File: config.mk
export PLATFORM = sky130hd
export DESIGN_NAME = nmi_arb2
export DESIGN_NICKNAME = d
export VERILOG_FILES = /design/src/rtl/nmi_arb2.sv
export SDC_FILE = /design/constraint.sdc
export NUM_CORES = 1
export LEC_CHECK = 0
export BUFFER_PORTS_ARGS = -buffer_cell sky130_fd_sc_hd__buf_2
export CORE_AREA = 2 2 122 124
export CTS_BUF_LIST = sky130_fd_sc_hd__clkbuf_4 sky130_fd_sc_hd__clkbuf_8
export CTS_CLUSTER_SIZE = 25
export DETAILED_ROUTE_END_ITERATION = 6
export DIE_AREA = 0 0 124 126
export PLACE_DENSITY = 0.5
export REMOVE_ABC_BUFFERS = 1
export SLEW_MARGIN = 15
export SYNTH_ARGS = -nofsm -noshare
export SYNTH_HDL_FRONTEND = slang
export SYNTH_SLANG_ARGS = --single-unit
export TNS_END_PERCENT = 5
File: constraint.sdc
create_clock -name clk_i -period 2.3 [get_ports clk_i]
set_input_delay 0.23 -clock clk_i [delete_from_list [all_inputs] [get_ports clk_i]]
set_output_delay 0.23 -clock clk_i [all_outputs]
set_load 0.01 [all_outputs]
File: src/rtl/nmi_arb2.sv
// Two-master round-robin arbiter in front of a single NMI slave, with a
// per-transaction timeout that completes the master with an error word.
//
// state | meaning
// IDLE  | no slave cycle in flight; pick a master (round-robin on ties)
// BUSY  | slave cycle for master gnt in flight; waiting for s_ready_i or timeout
module nmi_arb2 #(
  parameter int unsigned TIMEOUT  = 255,
  parameter logic [31:0] ERR_DATA = 32'hDEAD_BEEF
) (
  input  logic        clk_i,
  input  logic        rst_n_i,
  input  logic        m0_valid_i,
  input  logic [31:0] m0_addr_i,
  input  logic [31:0] m0_wdata_i,
  input  logic [3:0]  m0_wstrb_i,
  output logic        m0_ready_o,
  output logic [31:0] m0_rdata_o,
  input  logic        m1_valid_i,
  input  logic [31:0] m1_addr_i,
  input  logic [31:0] m1_wdata_i,
  input  logic [3:0]  m1_wstrb_i,
  output logic        m1_ready_o,
  output logic [31:0] m1_rdata_o,
  output logic        s_valid_o,
  output logic [31:0] s_addr_o,
  output logic [31:0] s_wdata_o,
  output logic [3:0]  s_wstrb_o,
  input  logic        s_ready_i,
  input  logic [31:0] s_rdata_i,
  output logic        timeout_o,
  output logic [7:0]  timeout_cnt_o
);

  typedef enum logic {IDLE, BUSY} state_t;

  // Down-counter loaded on grant; reaching zero marks the TIMEOUT-th BUSY cycle.
  localparam logic [15:0] TMR_LOAD = 16'(TIMEOUT - 1);

  state_t      state_q, state_d;
  logic        gnt_q, gnt_d;
  logic        last_q, last_d;
  logic [15:0] tmr_q, tmr_d;
  logic [7:0]  tcnt_q, tcnt_d;
  logic        done;
  logic        tout;
  logic [31:0] cpl_data;

  always_ff @(posedge clk_i or negedge rst_n_i) begin
    if (!rst_n_i) begin
      state_q <= IDLE;
      gnt_q   <= 1'b0;
      last_q  <= 1'b1;
      tmr_q   <= '0;
      tcnt_q  <= '0;
    end else begin
      state_q <= state_d;
      gnt_q   <= gnt_d;
      last_q  <= last_d;
      tmr_q   <= tmr_d;
      tcnt_q  <= tcnt_d;
    end
  end

  always_comb begin
    state_d  = state_q;
    gnt_d    = gnt_q;
    last_d   = last_q;
    tmr_d    = tmr_q;
    tcnt_d   = tcnt_q;
    done     = 1'b0;
    tout     = 1'b0;
    cpl_data = s_rdata_i;
    unique case (state_q)
      IDLE: begin
        if (m0_valid_i || m1_valid_i) begin
          if (m0_valid_i && m1_valid_i) gnt_d = ~last_q;
          else                          gnt_d = m1_valid_i;
          last_d  = gnt_d;
          tmr_d   = TMR_LOAD;
          state_d = BUSY;
        end
      end
      BUSY: begin
        // A slave completion in the terminal cycle beats the timeout.
        if (s_ready_i) begin
          done    = 1'b1;
          state_d = IDLE;
        end else if (tmr_q == '0) begin
          done     = 1'b1;
          tout     = 1'b1;
          cpl_data = ERR_DATA;
          state_d  = IDLE;
          if (tcnt_q != 8'hFF) tcnt_d = tcnt_q + 8'd1;
        end else begin
          tmr_d = tmr_q - 16'd1;
        end
      end
      default: state_d = IDLE;
    endcase
  end

  assign s_valid_o     = (state_q == BUSY);
  assign s_addr_o      = gnt_q ? m1_addr_i  : m0_addr_i;
  assign s_wdata_o     = gnt_q ? m1_wdata_i : m0_wdata_i;
  assign s_wstrb_o     = gnt_q ? m1_wstrb_i : m0_wstrb_i;
  assign m0_ready_o    = done & ~gnt_q;
  assign m1_ready_o    = done & gnt_q;
  assign m0_rdata_o    = m0_ready_o ? cpl_data : 32'h0;
  assign m1_rdata_o    = m1_ready_o ? cpl_data : 32'h0;
  assign timeout_o     = tout;
  assign timeout_cnt_o = tcnt_q;

endmodule

; ---- After elaboration in Yosys (flattened, before gate mapping)
; Index checks and enable logic that the tools add are counted.
; W data, S select, Z words.
[totals]
inputBits = 173
regBits = 27
[op_classes]
reduce_logical = 6
add_sub_neg = 2
eq_ne = 4
mux = 22
bitwise_logic = 6
[ops]
columns = cell, n
row1 = $mux W32, 7
row2 = $mux W16, 3
row3 = $pmux W16 S2, 1
row4 = $logic_not A16 Y1, 1
row5 = $sub A16 B1 Y16 const B, 1
row6 = $mux W1, 9
row7 = $add A8 B1 Y8 const B, 1
row8 = $ne A8 B8 Y1 const B, 1
row9 = $ne A2 B2 Y1 const B, 3
row10 = $mux W4, 1
row11 = $not A1 Y1, 4
row12 = $reduce_and A4 Y1, 1
row13 = $reduce_and A3 Y1, 1
row14 = $and A1 B1 Y1, 2
row15 = $pmux W1 S2, 1
row16 = $reduce_and A2 Y1, 1
row17 = $logic_and A1 B1 Y1, 1
row18 = $logic_or A1 B1 Y1, 1

; ---- Depth between registers and ports, before layout
; Gate-level depths: netlist of run 1.
[depth]
depth_word = 6
ltp_mapped = 7
depth_no_buf = 6

; ---- Least setup slack after synthesis of run 1
; No wires, ideal clock.
[synth_timing]
path_kind = register -> output
from = register tmr_q[0]
to = output m0_rdata_o[28]
path_stages_with_launch = 8
t_required_ns = 2.070
arrival_time_ns = 1.866
setup_slack_ns = 0.204
cell_sequence = dfrtp_1 -> inv_1 -> ha_1 -> or3b_1 -> nor2_4 -> buf_2 -> a21oi_1 -> nor3_1
[synth_between]
elab_chain_cells = 6
[synth_rtl]
columns = element, line_no
row1 = "start, declared", 43  ; logic [15:0] tmr_q, tmr_d;
row2 = "start signal, assigned", 60  ; tmr_q <= tmr_d;
row3 = $logic_not A16 Y1 *, 89  ; end else if (tmr_q == '0) begin
row4 = $mux W1, 89
row5 = $mux W1, 86  ; if (s_ready_i) begin
row6 = $mux W1, 74  ; unique case (state_q)
row7 = $and A1 B1 Y1, 107  ; assign m0_ready_o = done & ~gnt_q;
row8 = $mux W32 *, 109  ; assign m0_rdata_o = m0_ready_o ? cpl_data : 32'h0;
row9 = "end, declared", 18  ; output logic [31:0] m0_rdata_o,
; Every way passes the cells marked *; elsewhere a longest branch is shown, timed or not.

; ---- Worst setup path after layout of run 1
[layout_timing]
from = register tmr_q[0]
to = output m1_rdata_o[3]
[layout_between]
elab_chain_cells = 6
[layout_rtl]
columns = element, line_no
row1 = $logic_not A16 Y1 *, 89
row2 = $mux W1, 89
row3 = $mux W1, 86
row4 = $mux W1, 74
row5 = $and A1 B1 Y1, 108  ; assign m1_ready_o = done & gnt_q;
row6 = $mux W32 *, 110  ; assign m1_rdata_o = m1_ready_o ? cpl_data : 32'h0;
row7 = "end, declared", 24  ; output logic [31:0] m1_rdata_o,
; Marks and branches as above.

==> run metrics, run 1 <==
vias in the first global route 4,128; Clock Path Buffers 2; Multi-input gate area 2370 sq um; most frequent cells in the layout buf_2, mux2_2, nor3_2; Num CTS Buffers 3; outcome finished, violations left; global routing met3 resource utilization 11.7%; first drt pass iteration count 4; Post-DP Area 4920 sq um; final hold vios 0; CP Max Fanout 6; die width 124 microns; PwrDens 614 nW/um^2; Worst EP required 2.07 ns; most common flop cell mapped by yosys dfrtp_1; Max Freq 416 MHz; cells along the critical path inv_2 -> ha_4 -> or3b_4 -> nor2_4 -> buf_12 -> a21oi_2 -> nor3_2 -> buf_4 -> buf_6; antenna violations before repair 11; routed len/inst 23.4 microns; H-tree depth 1; commonest non-fill, non-tap cell in the layout buf_2; chip height 126 microns; sequential share of the synthesized area 22.4%; Worst-path clk slew 0.10 ns; Routed WL 20,100 microns; total negative setup slack -1.40 ns; crit-path leading delay family simple AND/OR/NAND/NOR gates; first-pass GRT wire length approximately 27,000 microns; RSZ-0062 raised after global routing true; EDFF count, synth 0; Leakage 2.66 nW; Least-Margin Pin Slew 0.653 ns; relative slew slack 56.5%; fin. max-slew vios 0; post-route ant nets 0; Core Area 14,300 sq um; failing checks negative setup slack; Final period util 105%; mux contribution to synthesized area 28.8%; clk_skew 0.00523 ns; xor/xnor cell area share of the yosys netlist 0.870%; P&R area growth vs syn 76.1%; Setup-failing EPs final 39; worst IR drop on VDD approximately 280 uV; met1 global-route usage about 30%; largest family of logic cells by synthesized area simple AND/OR/NAND/NOR gates; Register Area 678 sq um; Final min period 2.41 ns; Critical-path top delay cell dfrtp_1; max_cap viols 0; Post-Synth Simple-Gate Area a little under a third; flops & latches, synth 27; Crit. End Element output pin; Final HPWL DP 17,400 microns; IO Port Bufs roughly 320; Yosys warnings 0; Die ar. 15,600 sq um; io pins approximately 320; Critical path buffers and inverters 4; Mapped Area ~3000 sq um; Initial Util a little over a fifth; total clock sinks 27; CP max stage delay ~0.4 ns; Vias/cell 4.81; Final Wtd Congestion 1.05; final net count roughly 850; Root Driver clkbuf_8; Most Crowded Layer GR met2; Syn Area/Cell ~8.9 sq um; Final Util 37.2%; total grt overflow 0; CP Launch Type flip-flop; DP Worst Slack -0.0396 ns; Critical Path AT around 2.2 ns; Synth async-reset ratio 100%; Cells after Synth 341; flop2flop setup slack 0.14 ns; Hold/Removal Path Class in -> reg; share of layout cells above drive strength 1 72.5%; post-route setup slack -0.105 ns; CTS tree built; DRC 0; adder-cell share of the synthesized area less than 1%; largest net degree at the start of global routing 53; vias around 4,100; met2 Use GR 39.3%; count of different cell masters after synthesis 48; Site Rows 44; gr usage total 24.3%; Worst-Skew Late Latency 0.27 ns; WS Path Type reg -> out; Final Instance Area about 5300 sq um; initial DRC count 276; post-synthesis compound-gate area fraction 11.4%; fillers 1,504
## worst register-to-register path, cell delays in order, from the launching register on
cell and delay [ns]:
dfrtp_1 0.40, inv_2 0.08, ha_4 0.14, or3b_4 0.39
nor2_4 0.18, buf_12 0.14, buf_4 0.12, buf_4 0.17
nand4_1 0.11, mux2_1 0.32
## state kept, by name, indices dropped and copies added, names as in the netlist
name           count
gnt_q              1
last_q             1
s_valid_o          1
timeout_cnt_o      8
tmr_q             16
## area by class of cell
cell class	instances	area share [%]
Timing Repair Buffer	351	37.0
Inverter	4	0.282
Sequential cell	27	12.7
Tap cell	184	4.33
Multi-Input combinational cell	283	44.6
Antenna cell	4	0.188
Clock inverter	1	0.0941
Clock buffer	3	0.776
## synth_stat cells (5+ instances only)
| library cell | n | area (sq um) |
|---|---|---|
| and2_1 | 20 | 125 |
| mux2i_1 | 7 | 70.1 |
| a21oi_1 | 30 | 150 |
| nand2_1 | 16 | 60.1 |
| buf_2 | 10 | 50.1 |
| nand2b_1 | 8 | 50.1 |
| a31oi_1 | 5 | 31.3 |
| mux2_2 | 68 | 766 |
| nor3_1 | 35 | 175 |
| clkbuf_1 | 13 | 48.8 |
| dfrtp_1 | 26 | 651 |
| nor2_1 | 16 | 60.1 |
| nand3_1 | 8 | 40.0 |
| nor3_2 | 15 | 150 |
## through the flow
step	hold WS [ns]	instances	power, W
2_1_floorplan	-0.0656	314	0.00180
3_3_place_gp	0.287	836	0.00290
3_5_place_dp	0.291	836	0.00291
4_1_cts	0.218	852	0.00326
5_1_grt	0.264	855	0.00349
6_report	0.222	857	0.00327
## cells by family after synthesis
| family | count (synthesis) |
|---|---|
| and+or+nand+nor | 144 |
| muxes | 78 |
| AOI/OAI and AO/OA | 56 |
| buffers and inverters | 31 |
| DFF | 27 |
| xor gates and xnor gates | 3 |
| adders and majority gates | 2 |
## worst paths after layout
kind | depth (start not counted) | from | end
setup / recovery | 9 | tmr_q[0]$_DFFE_PN0P_ | m1_rdata_o[3]
hold reg to reg | 2 | last_q$_DFFE_PN1P_ | last_q$_DFFE_PN1P_
min in group asynchronous | 2 | rst_n_i | timeout_cnt_o[1]$_DFFE_PN0P_
max in group asynchronous | 2 | rst_n_i | gnt_q$_DFFE_PN0P_
hold / removal | 3 | m1_valid_i | last_q$_DFFE_PN1P_
setup reg to reg | 9 | tmr_q[0]$_DFFE_PN0P_ | timeout_cnt_o[7]$_DFFE_PN0P_
## where the power goes
part | switching (W) | internal [W]
Sequential | 0.0000588 | 0.000526
Combinational | 0.00134 | 0.00107
Clock | 0.000152 | 0.000121
Total | 0.00155 | 0.00172
## timing repair
action / CTS / global route
resized for setup: 35 / 20
setup endpoints to repair: 49 / 65
pin swaps: 17 / 14
endpoints found under the hold margin: 26 / 0
setup buffers: 10 / 1
hold buffers: 1 / 0
cloned: 1 / 0
## routing by layer
layer | up-vias | share of wire [%] | wire length, microns
li1 | 1917 | - | -
met1 | 1984 | 39 | 7890
met2 | 194 | 46 | 9270
met3 | 22 | 13 | 2680
met4 | 6 | 1.0 | 208
met5 | - | 0.17 | 35
Note: power is estimated with default switching activity, not from simulation.
==> run 2: changes to the inputs <==
--- a/config.mk
+++ b/config.mk
@@ -6,12 +6,13 @@
 export NUM_CORES = 1
 export LEC_CHECK = 0
 export BUFFER_PORTS_ARGS = -buffer_cell sky130_fd_sc_hd__buf_2
-export CORE_AREA = 2 2 122 124
+export CAP_MARGIN = 0
+export CORE_AREA = 2 2 121 123
 export CTS_BUF_LIST = sky130_fd_sc_hd__clkbuf_4 sky130_fd_sc_hd__clkbuf_8
 export CTS_CLUSTER_SIZE = 25
 export DETAILED_ROUTE_END_ITERATION = 6
-export DIE_AREA = 0 0 124 126
-export PLACE_DENSITY = 0.5
+export DIE_AREA = 0 0 123 125
+export PLACE_DENSITY = 0.51
 export REMOVE_ABC_BUFFERS = 1
 export SLEW_MARGIN = 15
 export SYNTH_ARGS = -nofsm -noshare
==> run 2 against run 1 <==
Effect of this change: the run still ends with negative setup slack left; sequential cell count did not move; global-route usage fell by 3.7 points; final cell count fell by 0.58%; sequential power fell by 0.7%; critical path depth did not move; die area fell by 1.6%; non-clock buffer count fell by 3; clock power rose by 4%; worst hold slack got worse by 0.018 ns; register-to-register slack barely moved; first-iteration DRC count fell by 32%; critical path type unchanged.
==> run metrics, run 2 (synthesis gave the netlist of run 1 again) <==
outcome finished, violations left; failing checks negative setup slack; routed len/inst slightly above 20 microns; Final HPWL DP 14,400 microns; IO Port Bufs 316; Worst-Skew Late Latency between 0.2 and 0.3 ns; Leakage 2.66 nW; max reg flops 16; final net count 842; Clk network pwr share 8.7%; Crit. End Element output pin; initial DRC count 189; Die ar. approximately 15,000 sq um; Post-DP Area 4850 sq um; Sw Ratio roughly 47%; share of layout cells above drive strength 1 between 70% and 80%; Core Area 14,200 sq um; total clock sinks 27; fillers 1,471; total negative setup slack -1.82 ns; clk_skew 0.00992 ns; PwrDens about 600 nW/um^2; Worst EP required 2.07 ns; Final min period approximately 2.4 ns; antenna violations before repair 3; die width 123 microns; commonest non-fill, non-tap cell in the layout buf_2; Critical path buffers and inverters 4; hold depth 3; Critical-path top delay cell dfrtp_1; Comb pwr share 73.4%; vias ~4,000; Max Freq 412 MHz; first drt pass iteration count 4; worst IR drop on VDD roughly 310 uV; max_cap viols 0; vias in the first global route 3,838; switching power 0.00153 W; FF-to-FF path depth 9; post-route ant nets 0; Clock Path Buffers 2; Multi-input gate area between 2000 and 2500 sq um; register share of total power 17.8%; Worst-path clk slew 0.10 ns; RSZ-0062 raised after global routing true; DP Worst Slack between 0.001 and 0.0015 ns; Routed WL about 17,000 microns; Setup-failing EPs final 37; relative slew slack a little under three fifths; total grt overflow 0; CTS tree built; P&R area growth vs syn 76.6%; Site Rows 44; post-route setup slack -0.128 ns; H-tree depth 1; WS Path Type reg -> out; Num CTS Buffers 3; Root Driver clkbuf_8; most frequent cells in the layout buf_2, mux2_2, nor3_2; DRC 0; Biggest register tmr_q; first-pass GRT wire length 23,400 microns; chip height 125 microns; crit-path leading delay family simple AND/OR/NAND/NOR gates; CP Launch Type flip-flop; io pins 317; Hold/Removal Path Class in -> reg; Initial Util a little over a fifth; CP Max Fanout 7; Crit path depth 9; cells along the critical path inv_2 -> ha_4 -> or3b_4 -> nor2_4 -> buf_6 -> clkbuf_16 -> a21oi_4 -> nor3_2 -> buf_2; gr usage total 20.6%; largest net degree at the start of global routing 69; internal power 0.00172 W; Critical Path AT 2.20 ns; Final Instance Area 5340 sq um; fin. max-slew vios 0; Final Wtd Congestion between 0.8 and 0.9; Vias/cell 4.72; Least-Margin Pin Slew ~0.67 ns; Final period util 106%; Register Area 678 sq um; final hold vios 0; CP max stage delay between 0.4 and 0.5 ns
==> run 2: tightest hold or removal path: cells and delay by family <==
family,cells,cell delay [ns]
AND/OR/NAND/NOR,1,0.08
buffers and inverters,1,0.10
AO/OA/AOI/OAI,1,0.08
==> run 2: metrics by stage <==
| stage | util (%) | hold slack [ns] | std cells | total power (W) |
|---|---|---|---|---|
| global route | 37.6 | 0.213 | 852 | 0.00345 |
| floorplan | - | -0.0656 | 314 | 0.00180 |
| finish | 37.6 | 0.204 | 852 | 0.00325 |
| detailed placement | 34.2 | 0.294 | 829 | 0.00281 |
| CTS | 35.8 | 0.206 | 840 | 0.00318 |
| global placement | 34.2 | 0.296 | 829 | 0.00279 |
==> run 2: power groups by stage <==
stage | registers [W] | logic [W] | clock network [W]
floorplan | 0.000715 | 0.00109 | 0
global placement | 0.000594 | 0.00219 | 0
CTS | 0.000578 | 0.00231 | 0.000289
finish | 0.000580 | 0.00239 | 0.000284
global route | 0.000590 | 0.00256 | 0.000306
detailed placement | 0.000598 | 0.00222 | 0
==> run 2: path summary, 6_finish.rpt <==
path | startpoint | end | slack, ns
worst max register to register | tmr_q[0]$_DFFE_PN0P_ | timeout_cnt_o[7]$_DFFE_PN0P_ | 0.15
min in group asynchronous | rst_n_i | timeout_cnt_o[0]$_DFFE_PN0P_ | 0.52
worst max-delay path | tmr_q[0]$_DFFE_PN0P_ | m1_rdata_o[10] | -0.13
max in group asynchronous | rst_n_i | gnt_q$_DFFE_PN0P_ | 1.31
worst min register to register | last_q$_DFFE_PN1P_ | last_q$_DFFE_PN1P_ | 0.51
worst min-delay path | m1_valid_i | last_q$_DFFE_PN1P_ | 0.20
==> run 2: cell type report <==
class | instances | area share [%]
Multi-Input combinational cell | 283 | 45.4
Antenna cell | 2 | 0.0938
Inverter | 4 | 0.281
Clock buffer | 3 | 0.774
Sequential cell | 27 | 12.7
Timing Repair Buffer | 348 | 36.3
Clock inverter | 1 | 0.0938
Tap cell | 184 | 4.31
==> run 2: routing by layer <==
layer | GRT usage [%] | routed length (microns) | vias up
li1 | - | - | 1907
met1 | 26.1 | 7230 | 1925
met2 | 30.9 | 7490 | 171
met3 | 11.3 | 2360 | 15
met4 | 4.28 | 291 | 2
met5 | 0 | 13 | -
==> run 2: what timing repair did <==
| item | 4_1_cts | 5_1_grt |
|---|---|---|
| endpoints found under the setup margin | 50 | 50 |
| buffers inserted | 5 | 9 |
| endpoints found under the hold margin | 26 | 0 |
| hold buffers | 1 | 0 |
| cloned | 1 | 2 |
| gates resized for setup | 27 | 31 |
| pin swaps | 12 | 19 |
